### src/rtl/des_iterative_core_if.sv
// Block handshake bundle for des_iterative_core: input offer side, result side, and status.
interface des_iterative_core_if;
    logic        in_valid;
    logic        in_ready;
    logic        decrypt;
    logic [63:0] key;
    logic [63:0] data_in;
    logic        out_valid;
    logic        out_ready;
    logic [63:0] data_out;
    logic        busy;

    modport master (
        output in_valid, decrypt, key, data_in, out_ready,
        input  in_ready, out_valid, data_out, busy
    );

    modport slave (
        input  in_valid, decrypt, key, data_in, out_ready,
        output in_ready, out_valid, data_out, busy
    );
endinterface

### src/rtl/des_iterative_core.sv
// Iterative DES encrypt/decrypt engine; ROUNDS_PER_CYCLE Feistel rounds per clock,
// key schedule rotated on the fly so no subkey storage is needed.
module des_iterative_core #(
    parameter int unsigned ROUNDS_PER_CYCLE = 1
) (
    input logic clk,
    input logic rst,
    des_iterative_core_if.slave bus
);

    if (!(ROUNDS_PER_CYCLE == 1 || ROUNDS_PER_CYCLE == 2 || ROUNDS_PER_CYCLE == 4 ||
          ROUNDS_PER_CYCLE == 8 || ROUNDS_PER_CYCLE == 16)) begin : gBadRoundsPerCycle
        $error("ROUNDS_PER_CYCLE must be 1, 2, 4, 8 or 16");
    end

    localparam int IP_T [64] = '{58,50,42,34,26,18,10,2, 60,52,44,36,28,20,12,4,
        62,54,46,38,30,22,14,6, 64,56,48,40,32,24,16,8, 57,49,41,33,25,17,9,1,
        59,51,43,35,27,19,11,3, 61,53,45,37,29,21,13,5, 63,55,47,39,31,23,15,7};
    localparam int FP_T [64] = '{40,8,48,16,56,24,64,32, 39,7,47,15,55,23,63,31,
        38,6,46,14,54,22,62,30, 37,5,45,13,53,21,61,29, 36,4,44,12,52,20,60,28,
        35,3,43,11,51,19,59,27, 34,2,42,10,50,18,58,26, 33,1,41,9,49,17,57,25};
    localparam int E_T [48] = '{32,1,2,3,4,5, 4,5,6,7,8,9, 8,9,10,11,12,13,
        12,13,14,15,16,17, 16,17,18,19,20,21, 20,21,22,23,24,25,
        24,25,26,27,28,29, 28,29,30,31,32,1};
    localparam int P_T [32] = '{16,7,20,21,29,12,28,17, 1,15,23,26,5,18,31,10,
        2,8,24,14,32,27,3,9, 19,13,30,6,22,11,4,25};
    localparam int PC1_T [56] = '{57,49,41,33,25,17,9, 1,58,50,42,34,26,18,
        10,2,59,51,43,35,27, 19,11,3,60,52,44,36, 63,55,47,39,31,23,15,
        7,62,54,46,38,30,22, 14,6,61,53,45,37,29, 21,13,5,28,20,12,4};
    localparam int PC2_T [48] = '{14,17,11,24,1,5, 3,28,15,6,21,10,
        23,19,12,4,26,8, 16,7,27,20,13,2, 41,52,31,37,47,55,
        30,40,51,45,33,48, 44,49,39,56,34,53, 46,42,50,36,29,32};
    localparam int SBOX [8][64] = '{
        '{14,4,13,1,2,15,11,8,3,10,6,12,5,9,0,7, 0,15,7,4,14,2,13,1,10,6,12,11,9,5,3,8,
          4,1,14,8,13,6,2,11,15,12,9,7,3,10,5,0, 15,12,8,2,4,9,1,7,5,11,3,14,10,0,6,13},
        '{15,1,8,14,6,11,3,4,9,7,2,13,12,0,5,10, 3,13,4,7,15,2,8,14,12,0,1,10,6,9,11,5,
          0,14,7,11,10,4,13,1,5,8,12,6,9,3,2,15, 13,8,10,1,3,15,4,2,11,6,7,12,0,5,14,9},
        '{10,0,9,14,6,3,15,5,1,13,12,7,11,4,2,8, 13,7,0,9,3,4,6,10,2,8,5,14,12,11,15,1,
          13,6,4,9,8,15,3,0,11,1,2,12,5,10,14,7, 1,10,13,0,6,9,8,7,4,15,14,3,11,5,2,12},
        '{7,13,14,3,0,6,9,10,1,2,8,5,11,12,4,15, 13,8,11,5,6,15,0,3,4,7,2,12,1,10,14,9,
          10,6,9,0,12,11,7,13,15,1,3,14,5,2,8,4, 3,15,0,6,10,1,13,8,9,4,5,11,12,7,2,14},
        '{2,12,4,1,7,10,11,6,8,5,3,15,13,0,14,9, 14,11,2,12,4,7,13,1,5,0,15,10,3,9,8,6,
          4,2,1,11,10,13,7,8,15,9,12,5,6,3,0,14, 11,8,12,7,1,14,2,13,6,15,0,9,10,4,5,3},
        '{12,1,10,15,9,2,6,8,0,13,3,4,14,7,5,11, 10,15,4,2,7,12,9,5,6,1,13,14,0,11,3,8,
          9,14,15,5,2,8,12,3,7,0,4,10,1,13,11,6, 4,3,2,12,9,5,15,10,11,14,1,7,6,0,8,13},
        '{4,11,2,14,15,0,8,13,3,12,9,7,5,10,6,1, 13,0,11,7,4,9,1,10,14,3,5,12,2,15,8,6,
          1,4,11,13,12,3,7,14,10,15,6,8,0,5,9,2, 6,11,13,8,1,4,10,7,9,5,0,15,14,2,3,12},
        '{13,2,8,4,6,15,11,1,10,9,3,14,5,0,12,7, 1,15,13,8,10,3,7,4,12,5,6,11,0,14,9,2,
          7,11,4,1,9,12,14,2,0,6,10,13,15,3,5,8, 2,1,14,7,4,10,8,13,15,12,9,0,3,5,6,11}};

    // Tables use DES numbering: entry n selects bit n counted from the MSB, starting at 1.
    function automatic logic [63:0] ipPerm(input logic [63:0] x);
        logic [63:0] r;
        r = '0;
        for (int unsigned i = 0; i < 64; i++) r[6'(63 - i)] = x[6'(64 - IP_T[6'(i)])];
        return r;
    endfunction

    function automatic logic [63:0] fpPerm(input logic [63:0] x);
        logic [63:0] r;
        r = '0;
        for (int unsigned i = 0; i < 64; i++) r[6'(63 - i)] = x[6'(64 - FP_T[6'(i)])];
        return r;
    endfunction

    function automatic logic [55:0] pc1Perm(input logic [63:0] x);
        logic [55:0] r;
        r = '0;
        for (int unsigned i = 0; i < 56; i++) r[6'(55 - i)] = x[6'(64 - PC1_T[6'(i)])];
        return r;
    endfunction

    function automatic logic [47:0] pc2Perm(input logic [55:0] x);
        logic [47:0] r;
        r = '0;
        for (int unsigned i = 0; i < 48; i++) r[6'(47 - i)] = x[6'(56 - PC2_T[6'(i)])];
        return r;
    endfunction

    function automatic logic [31:0] feistel(input logic [31:0] r, input logic [47:0] k);
        logic [47:0] x;
        logic [31:0] s;
        logic [31:0] p;
        logic [5:0]  six;
        x = '0;
        for (int unsigned i = 0; i < 48; i++) x[6'(47 - i)] = r[5'(32 - E_T[6'(i)])];
        x = x ^ k;
        s = '0;
        for (int unsigned i = 0; i < 8; i++) begin
            six = x[47:42];
            x   = x << 6;
            s   = {s[27:0], 4'(SBOX[3'(i)][{six[5], six[0], six[4:1]}])};
        end
        p = '0;
        for (int unsigned i = 0; i < 32; i++) p[5'(31 - i)] = s[5'(32 - P_T[5'(i)])];
        return p;
    endfunction

    function automatic logic [27:0] rotl(input logic [27:0] x, input logic two);
        return two ? {x[25:0], x[27:26]} : {x[26:0], x[27]};
    endfunction

    function automatic logic [27:0] rotr(input logic [27:0] x, input logic two);
        return two ? {x[1:0], x[27:2]} : {x[0], x[27:1]};
    endfunction

    typedef enum logic [1:0] {IDLE, RUN, DONE} stateT;

    stateT       state;
    logic [31:0] lReg, rReg, lNext, rNext, rPrev;
    logic [27:0] cReg, dReg, cNext, dNext;
    logic [4:0]  roundCnt, roundIdx;
    logic [47:0] subkey;
    logic        modeDec, oneStep;
    logic        inReadyQ, outValidQ, busyQ;
    logic [63:0] dataOutQ;

    // Decrypt rotates right before PC2 (by 0 on round 1), so round 1 sees C16 == C0.
    always_comb begin
        lNext    = lReg;
        rNext    = rReg;
        cNext    = cReg;
        dNext    = dReg;
        roundIdx = '0;
        subkey   = '0;
        rPrev    = '0;
        oneStep  = 1'b0;
        for (int unsigned j = 0; j < ROUNDS_PER_CYCLE; j++) begin
            roundIdx = roundCnt + 5'(j) + 5'd1;
            if (!modeDec) begin
                oneStep = (roundIdx == 5'd1) || (roundIdx == 5'd2) ||
                          (roundIdx == 5'd9) || (roundIdx == 5'd16);
                cNext = rotl(cNext, !oneStep);
                dNext = rotl(dNext, !oneStep);
            end else if (roundIdx != 5'd1) begin
                oneStep = (roundIdx == 5'd2) || (roundIdx == 5'd9) || (roundIdx == 5'd16);
                cNext = rotr(cNext, !oneStep);
                dNext = rotr(dNext, !oneStep);
            end
            subkey = pc2Perm({cNext, dNext});
            rPrev  = rNext;
            rNext  = lNext ^ feistel(rNext, subkey);
            lNext  = rPrev;
        end
    end

    always_ff @(posedge clk or posedge rst) begin
        if (rst) begin
            state     <= IDLE;
            lReg      <= '0;
            rReg      <= '0;
            cReg      <= '0;
            dReg      <= '0;
            roundCnt  <= '0;
            modeDec   <= 1'b0;
            dataOutQ  <= '0;
            inReadyQ  <= 1'b1;
            outValidQ <= 1'b0;
            busyQ     <= 1'b0;
        end else begin
            case (state)
                IDLE: if (bus.in_valid) begin
                    {lReg, rReg} <= ipPerm(bus.data_in);
                    {cReg, dReg} <= pc1Perm(bus.key);
                    modeDec      <= bus.decrypt;
                    roundCnt     <= '0;
                    state        <= RUN;
                    inReadyQ     <= 1'b0;
                    busyQ        <= 1'b1;
                end
                RUN: begin
                    lReg     <= lNext;
                    rReg     <= rNext;
                    cReg     <= cNext;
                    dReg     <= dNext;
                    roundCnt <= roundCnt + 5'(ROUNDS_PER_CYCLE);
                    if (roundCnt + 5'(ROUNDS_PER_CYCLE) == 5'd16) begin
                        dataOutQ  <= fpPerm({rNext, lNext});
                        state     <= DONE;
                        outValidQ <= 1'b1;
                    end
                end
                DONE: if (bus.out_ready) begin
                    state     <= IDLE;
                    outValidQ <= 1'b0;
                    inReadyQ  <= 1'b1;
                    busyQ     <= 1'b0;
                end
                default: state <= IDLE;
            endcase
        end
    end

    assign bus.in_ready  = inReadyQ;
    assign bus.out_valid = outValidQ;
    assign bus.busy      = busyQ;
    assign bus.data_out  = dataOutQ;

endmodule

### src/flat_wrapper.sv
// flat-port wrapper written by rule: the top's interface ports become plain ports
module des_iterative_core_flat 
#(
    parameter int unsigned ROUNDS_PER_CYCLE = 1
)
  (clk, rst, bus_in_valid, bus_decrypt, bus_key, bus_data_in, bus_out_ready, bus_in_ready, bus_out_valid, bus_data_out, bus_busy);
  des_iterative_core_if bus_i ();
  input logic clk;
  input logic rst;
  input wire logic [$bits(bus_i.in_valid)-1:0] bus_in_valid;
  input wire logic [$bits(bus_i.decrypt)-1:0] bus_decrypt;
  input wire logic [$bits(bus_i.key)-1:0] bus_key;
  input wire logic [$bits(bus_i.data_in)-1:0] bus_data_in;
  input wire logic [$bits(bus_i.out_ready)-1:0] bus_out_ready;
  output wire logic [$bits(bus_i.in_ready)-1:0] bus_in_ready;
  output wire logic [$bits(bus_i.out_valid)-1:0] bus_out_valid;
  output wire logic [$bits(bus_i.data_out)-1:0] bus_data_out;
  output wire logic [$bits(bus_i.busy)-1:0] bus_busy;
  assign bus_i.in_valid = bus_in_valid;
  assign bus_i.decrypt = bus_decrypt;
  assign bus_i.key = bus_key;
  assign bus_i.data_in = bus_data_in;
  assign bus_i.out_ready = bus_out_ready;
  assign bus_in_ready = bus_i.in_ready;
  assign bus_out_valid = bus_i.out_valid;
  assign bus_data_out = bus_i.data_out;
  assign bus_busy = bus_i.busy;
  des_iterative_core #(.ROUNDS_PER_CYCLE(ROUNDS_PER_CYCLE)) u_core (.clk(clk), .rst(rst), .bus(bus_i));
endmodule
### config.mk
export PLATFORM = sky130hd
export DESIGN_NAME = des_iterative_core_flat
export DESIGN_NICKNAME = d
export VERILOG_FILES = /design/src/rtl/des_iterative_core_if.sv /design/src/rtl/des_iterative_core.sv /design/src/flat_wrapper.sv
export SDC_FILE = /design/constraint.sdc
export NUM_CORES = 1
export LEC_CHECK = 0
export CAP_MARGIN = 20
export CORE_MARGIN = 2
export CORE_UTILIZATION = 35
export CTS_BUF_LIST = sky130_fd_sc_hd__clkbuf_4
export DETAILED_ROUTE_END_ITERATION = 7
export PLACE_DENSITY = 0.58
export SYNTH_ARGS = -nofsm -noshare
export SYNTH_HDL_FRONTEND = slang
export SYNTH_SLANG_ARGS = --single-unit
### constraint.sdc
create_clock -name clk -period 4.7 [get_ports clk]
set_input_delay 0.94 -clock clk [delete_from_list [all_inputs] [get_ports clk]]
set_output_delay 0.94 -clock clk [all_outputs]
set_load 0.05 [all_outputs]
==> results_dict.tcl, run 1 <==
set metrics [dict create \
    layout.nets 1280 \
    cap_violations 0 \
    grt_usage_pct 19.6 \
    clk_latency_ns 0.53 \
    cts_max_path_buffers 2 \
    synth_compound_gate_area_share_pct 27.7 \
    min_period_ns 4.40 \
    ys_types 101 \
    cp.depth 16 \
    synth-main-ff-cell "dfrtp_1" \
    clkTransAtPathRegs_ns 0.19 \
    holdBufCountCts 0 \
    finalWorstSetupSlack_ns 0.304 \
    synth.ff_latch_count 105 \
    crit_path_cell_trace "inv_1 -> ha_1 -> nor4b_4 -> a41oi_4 -> buf_4 -> buf_4 -> nand2_1 -> o22ai_1 -> a211oi_2 -> xnor2_2 -> buf_4 -> mux2_4 -> mux2i_1 -> mux2i_1 -> a32o_1 -> a211o_1" \
    chipWidth_um 166 \
    fin_area_sq_um 10400 \
    synthArstFlopShare_pct 100 \
    worstPathBufferInverterCount 4 \
    ios 200 \
    wl_per_cell_um 19.0 \
    antenna_violating_nets_left 0 \
    grt_max_degree 64 \
    synth_mux_area_share_pct 9.41 \
    post_cts.repair.setup_buffers 0 \
    cp-end-kind "flop" \
    vias 8424 \
    timing.critical_path.required_ns 5.12 \
    clock-sinks 105 \
    clock_tree_from_tritoncts "built" \
    timing.setup.critical_path_class "flop to flop" \
    wire_length_of_the_first_global_routing_pass_um 44100 \
    worst_path_largest_cell_delay_ns 0.63 \
    yosys_warnings 0 \
    timing.critical_path.fanout_max 12 \
    min-delay-path-class "flop to flop" \
    drive_above_1_share_pct 15.3 \
    yosysTopAreaCell "dfrtp_1" \
    synthSimpleGateAreaFrac_pct 17.1 \
    cp.arrival_ns 4.81 \
    hold_viol 0 \
    rsz0062_at_grt "false" \
    drt-total-wl_um 27700 \
    tritoncts.num_buffers 9 \
    placement.cell_area_sq_um 10300 \
    worstSetupStartpointType "flop" \
    route.detailed.vias_per_inst 5.78 \
    antenna_cells_inserted 0 \
    timing_worst_slew_pin_value_ns 1.10 \
    maxClockFrequency_mhz 227 \
    period_share_pct 93.5 \
    worstHoldPathCells 2 \
    post_synth_instance_area_sq_um 9230 \
    syn-instance-count 1059 \
    finalWeightedCongestion 0.914 \
    dieArea_sq_um 27700 \
    detailedRoute.firstIterationViolations 738 \
    syn_avg_cell_area_sq_um 8.72 \
    synth_top_family_by_area "compound AO/OA/AOI/OAI gates" \
    synth.top_cells.by_area "dfrtp_1 (28%), mux2i_1 (5.1%), nand2_1 (4.4%), buf_4 (4.1%), ha_1 (4.1%)" \
    grt.overflow.total 0 \
    relSlewSlack_pct 26.4 \
    drt-pass1-iter-count 5 \
    tns_ns 0 \
    coreArea_sq_um 26000 \
    synth_top_area_share_pct 28.2 \
    outcome "finished clean" \
    cts_htree_levels 3 \
    crit_slowest_cell "xnor2_2" \
    path_common_cell "buf_4" \
    placement.setup.worst_slack_ns 0.256 \
    crit_family "compound AO/OA/AOI/OAI gates" \
    synthXorXnorAreaFrac_pct 4.15 \
    library_cell_used_as_clock_root_buffer "clkbuf_4" \
    area_growth_syn_to_layout_pct 12.9 \
    first_global_vias 7792 \
    initial_core_util_pct 35.5 \
    std_cell_rows 59 \
    buffer_ports.inserted 67 \
    synth_enable_flop_cells 0 \
    grt_antenna_before_repair 0 \
    final_max_slew_viol_count 0 \
    report.final.setup_viol 0 \
    adder_cell_share_of_the_synthesized_area_pct 4.07 \
    clock_skew_ns 0.0289 \
    place.detailed.hpwl_um 19800 \
    drcViolationCount 0 \
    synth-seq-area-share_pct 28.5 \
    rr_worst_depth 16 \
    die_h_um 166 \
]
==> final timing paths <==
check / to / from / slack [ns]
min in group asynchronous: u_core.bus.data_out[3]$_DFFE_PP0P_ / rst / 0.89
setup / recovery: u_core.lNext[10]$_DFFE_PP0P_ / u_core.roundCnt[0]$_DFFE_PP0P_ / 0.30
max in group asynchronous: u_core.dReg[13]$_DFFE_PP0P_ / rst / 3.06
hold reg to reg: u_core.bus.data_out[35]$_DFFE_PP0P_ / u_core.bus.data_out[35]$_DFFE_PP0P_ / 0.50
hold / removal: u_core.bus.data_out[35]$_DFFE_PP0P_ / u_core.bus.data_out[35]$_DFFE_PP0P_ / 0.50
setup reg to reg: u_core.lNext[10]$_DFFE_PP0P_ / u_core.roundCnt[0]$_DFFE_PP0P_ / 0.30
==> sequential cells by signal, summed over array words and instances, names as in the netlist <==
name                  flops
u_core.state              2
u_core.dReg              28
u_core.bus.out_valid      1
u_core.roundCnt           5
u_core.modeDec            1
u_core.lReg              16
u_core.bus.busy           1
u_core.bus.in_ready       1
u_core.bus.data_out      25
u_core.lNext             25
==> cell type report <==
cell class / instances / area [sq um]
fill: 2675 / 15600
sequential: 105 / 2630
timing repair buffer: 128 / 1150
inverter: 33 / 126
clock buffer: 9 / 67.6
multi-input combinational: 840 / 5940
clock inverter: 7 / 92.6
tap: 335 / 419
==> cell families after synthesis <==
kind of cell,count (synthesis)
multiplexers,81
other,1
AO/OA/AOI/OAI,332
XOR/XNOR,28
AND/OR/NAND/NOR,330
flip-flops,105
buffers and inverters,152
adder cells (fa/ha/maj),30
==> repair_timing <==
item                                    in CTS  in global routing
gates resized for setup                      0                  2
hold endpoints to repair                     0                  0
endpoints found under the setup margin       0                 11
==> metal layers <==
layer  global-route usage, %  up-vias  wire length (um)
met3                    3.07       35              1510
met1                    27.7     4140             12900
met2                    31.2      280             12800
met5                       0        -                 0
met4                    5.13        0               522
li1                        -     3969                 -
==> cells in the final DEF, fill, tap and decap left out, types with 11 or more instances in the layout <==
cell and instances:
nor2_1 82, mux2_2 27, a21oi_1 48, a211oi_1 18, a22o_1 17, inv_1 27, mux2i_1 47, a21o_1 13
nand3_1 32, o21ai_0 60, xnor2_1 12, o221ai_1 11, o31ai_1 13, o22ai_1 13, buf_4 59, nor3_1 34
clkdlybuf4s50_1 67, dfrtp_1 104, a31oi_1 19, ha_1 29, o211ai_1 11, conb_1 39, nand2_1 107
==> stage by stage <==
step / cells / hold slack, ns / util (%)
global route: 1457 / 0.535 / 40.1
global placement: 1441 / 0.463 / 39.5
CTS: 1457 / 0.511 / 40.1
finish: 1457 / 0.500 / 40.1
detailed placement: 1441 / 0.474 / 39.5
floorplan: 1097 / 0.467 / -
==> synth_stat cells, types with 14 or more instances <==
master    count
nor3_1       34
mux2i_1      47
ha_1         30
o21ai_0      61
buf_2        14
dfrtp_1     104
a22o_1       17
nand3_1      32
nand2_1     107
a21oi_1      48
mux2_2       27
a211oi_1     18
nor2_1       84
a31oi_1      19
clkbuf_1     43
inv_1        28
buf_4        51
==> worst register-to-register path, cell delays in order (launching register included) <==
cell and delay [ns]:
dfrtp_1 0.50, inv_1 0.07, ha_1 0.27, nor4b_4 0.17, a41oi_4 0.36, buf_4 0.21
buf_4 0.18, nand2_1 0.17, o22ai_1 0.19, a211oi_2 0.08, xnor2_2 0.63, buf_4 0.31
mux2_4 0.31, mux2i_1 0.15, mux2i_1 0.13, a32o_1 0.30, a211o_1 0.27
Power of run 1 is not shown: default switching activity piles up to over one toggle a cycle in this logic, so the estimate is an artifact.
==> run 2, diff against run 1 <==
- CORE_ASPECT_RATIO: default -> 0.9
==> run 2 against run 1 <==
Sequential share of layout area is 0.16 points lower. Hold slack better by 0.011 ns. Clock-buffer cell count stayed put. Fmax is 0.67% higher. Critical path type unchanged. Global-route usage is 1.3 points higher. Core utilization is 0.23 points higher. Largest cell class unchanged. Clock skew hardly changed. Worst setup slack better by 0.029 ns. Non-clock buffer count is 8 higher. First-iteration DRC count is 12% higher. Critical path depth is 1 lower. Highest routed layer unchanged. Register-to-register slack better by 0.03 ns.
==> results_dict.tcl, run 2 (same netlist as run 1, synthesis figures left out) <==
set metrics [dict create \
    area_growth_syn_to_layout_pct 13.6 \
    coreArea_sq_um 26000 \
    ios 200 \
    finalWeightedCongestion 0.973 \
    grt_antenna_before_repair 0 \
    die_h_um 158 \
    report.final.setup_viol 0 \
    vias 8436 \
    cp-end-kind "flop" \
    detailedRoute.firstIterationViolations 829 \
    wire_length_of_the_first_global_routing_pass_um 45500 \
    timing.setup.critical_path_class "flop to flop" \
    tritoncts.num_buffers 9 \
    register_containing_the_most_flip_flops_in_the_final_layout "u_core.dReg" \
    initial_core_util_pct 35.5 \
    std_cell_rows 56 \
    drcViolationCount 0 \
    max_reg_flops 28 \
    clkTransAtPathRegs_ns 0.22 \
    crit_path_cell_trace "ha_2 -> nand3_1 -> or2_1 -> a211oi_2 -> nor2_1 -> o21a_1 -> nor3_2 -> xnor2_1 -> ha_1 -> inv_1 -> mux2_1 -> o221ai_1 -> a221oi_1 -> or3_1 -> a32o_1" \
    wl_per_cell_um 19.3 \
    layout.nets 1288 \
    clk_latency_ns 0.54 \
    period_share_pct 92.9 \
    post_cts_resized 0 \
    min-delay-path-class "flop to flop" \
    hold_viol 0 \
    cts_htree_levels 3 \
    cp.arrival_ns 4.81 \
    rr_worst_depth 15 \
    worst_path_largest_cell_delay_ns 0.51 \
    maxClockFrequency_mhz 229 \
    placement.cell_area_sq_um 10300 \
    worstHoldPathCells 2 \
    timing_worst_slew_pin_value_ns 0.978 \
    fin_area_sq_um 10500 \
    rsz0062_at_grt "false" \
    crit_slowest_cell "dfrtp_1" \
    clock-sinks 105 \
    post_cts.repair.setup_buffers 0 \
    cap_violations 0 \
    final_common_cell "nand2_1" \
    nFillCells 2591 \
    grt_usage_pct 20.8 \
    worstSetupStartpointType "flop" \
    timing.critical_path.required_ns 5.15 \
    outcome "finished clean" \
    dieArea_sq_um 27700 \
    clock_skew_ns 0.0294 \
    place.detailed.hpwl_um 20700 \
    clock_tree_from_tritoncts "built" \
    chipWidth_um 175 \
    cts_max_path_buffers 2 \
    relSlewSlack_pct 34.3 \
    final_cell_count_no_fill 1478 \
    grt_max_degree 59 \
    drt-pass1-iter-count 5 \
    final_max_slew_viol_count 0 \
    tns_ns 0 \
    post-place-cells 1462 \
    min_period_ns 4.37 \
    grt.overflow.total 0 \
    library_cell_used_as_clock_root_buffer "clkbuf_4" \
    commonest_cells_after_routing_fill_and_taps_aside "nand2_1 (107), dfrtp_1 (104), nor2_1 (82), clkdlybuf4s50_1 (67), buf_4 (67)" \
    drive_above_1_share_pct 15.8 \
    first_global_vias 7741 \
    antenna_violating_nets_left 0 \
    antenna_cells_inserted 0 \
    route.detailed.vias_per_inst 5.71 \
    drt-total-wl_um 28600 \
    holdBufCountCts 0 \
    timing.critical_path.fanout_max 7 \
    buffer_ports.inserted 67 \
]
-- run 2: cell type report --
cell class | count | area, sq um | share of cell area [%]
clock buffer | 9 | 67.6 | 0.644
clock inverter | 7 | 91.3 | 0.871
inverter | 33 | 126 | 1.20
multi-input combinational | 840 | 5930 | 56.5
sequential | 105 | 2630 | 25.1
tap | 348 | 435 | 4.15
timing repair buffer | 136 | 1210 | 11.6
-- run 2: per-layer routing --
layer  wire length [um]  global-route usage, %  up-vias  share of wire [%]
li1                   -                      -     3987                  -
met1              13800                   31.1     4074                 48
met2              12000                   30.4      337                 42
met3               2010                   3.67       38                7.0
met4                678                   5.79        0                2.4
met5                  0                      0        -                  0
-- run 2: critical path, delay by kind of cell (launching register included) --
kind	cells	cell delay, ns
adders and majority gates	2	0.77
xor gates and xnor gates	1	0.24
AOI/OAI and AO/OA	5	1.16
DFF	1	0.51
and+or+nand+nor	5	1.19
buffers and inverters	1	0.08
muxes	1	0.30
-- run 2: metrics by stage --
stage               hold slack (ns)  utilization, %  setup WS [ns]
global placement              0.468            39.7          0.299
CTS                           0.519            40.3          0.319
global route                  0.536            40.4         0.0515
floorplan                     0.467               -          0.517
finish                        0.511            40.4          0.334
detailed placement            0.474            39.7          0.356
-- run 2: path summary, 6_finish.rpt --
| kind | from | endpoint | slack (ns) |
|---|---|---|---|
| max | u_core.roundCnt[0]$_DFFE_PP0P_ | u_core.lNext[25]$_DFFE_PP0P_ | 0.33 |
| min | u_core.bus.data_out[57]$_DFFE_PP0P_ | u_core.bus.data_out[57]$_DFFE_PP0P_ | 0.51 |
| max reg2reg | u_core.roundCnt[0]$_DFFE_PP0P_ | u_core.lNext[25]$_DFFE_PP0P_ | 0.33 |
| min reg2reg | u_core.bus.data_out[57]$_DFFE_PP0P_ | u_core.bus.data_out[57]$_DFFE_PP0P_ | 0.51 |
| max in group asynchronous | rst | u_core.bus.in_ready$_DFFE_PP1P_ | 3.02 |
| min in group asynchronous | rst | u_core.bus.data_out[15]$_DFFE_PP0P_ | 0.86 |
Power of run 2 is left out for the same reason.
==> run 3, diff against run 2 <==
- ABC_AREA: default -> 0
==> results of run 3 <==
Final layout, timing and power as in run 2 (identical DEF).
Power of run 3 is left out for the same reason.
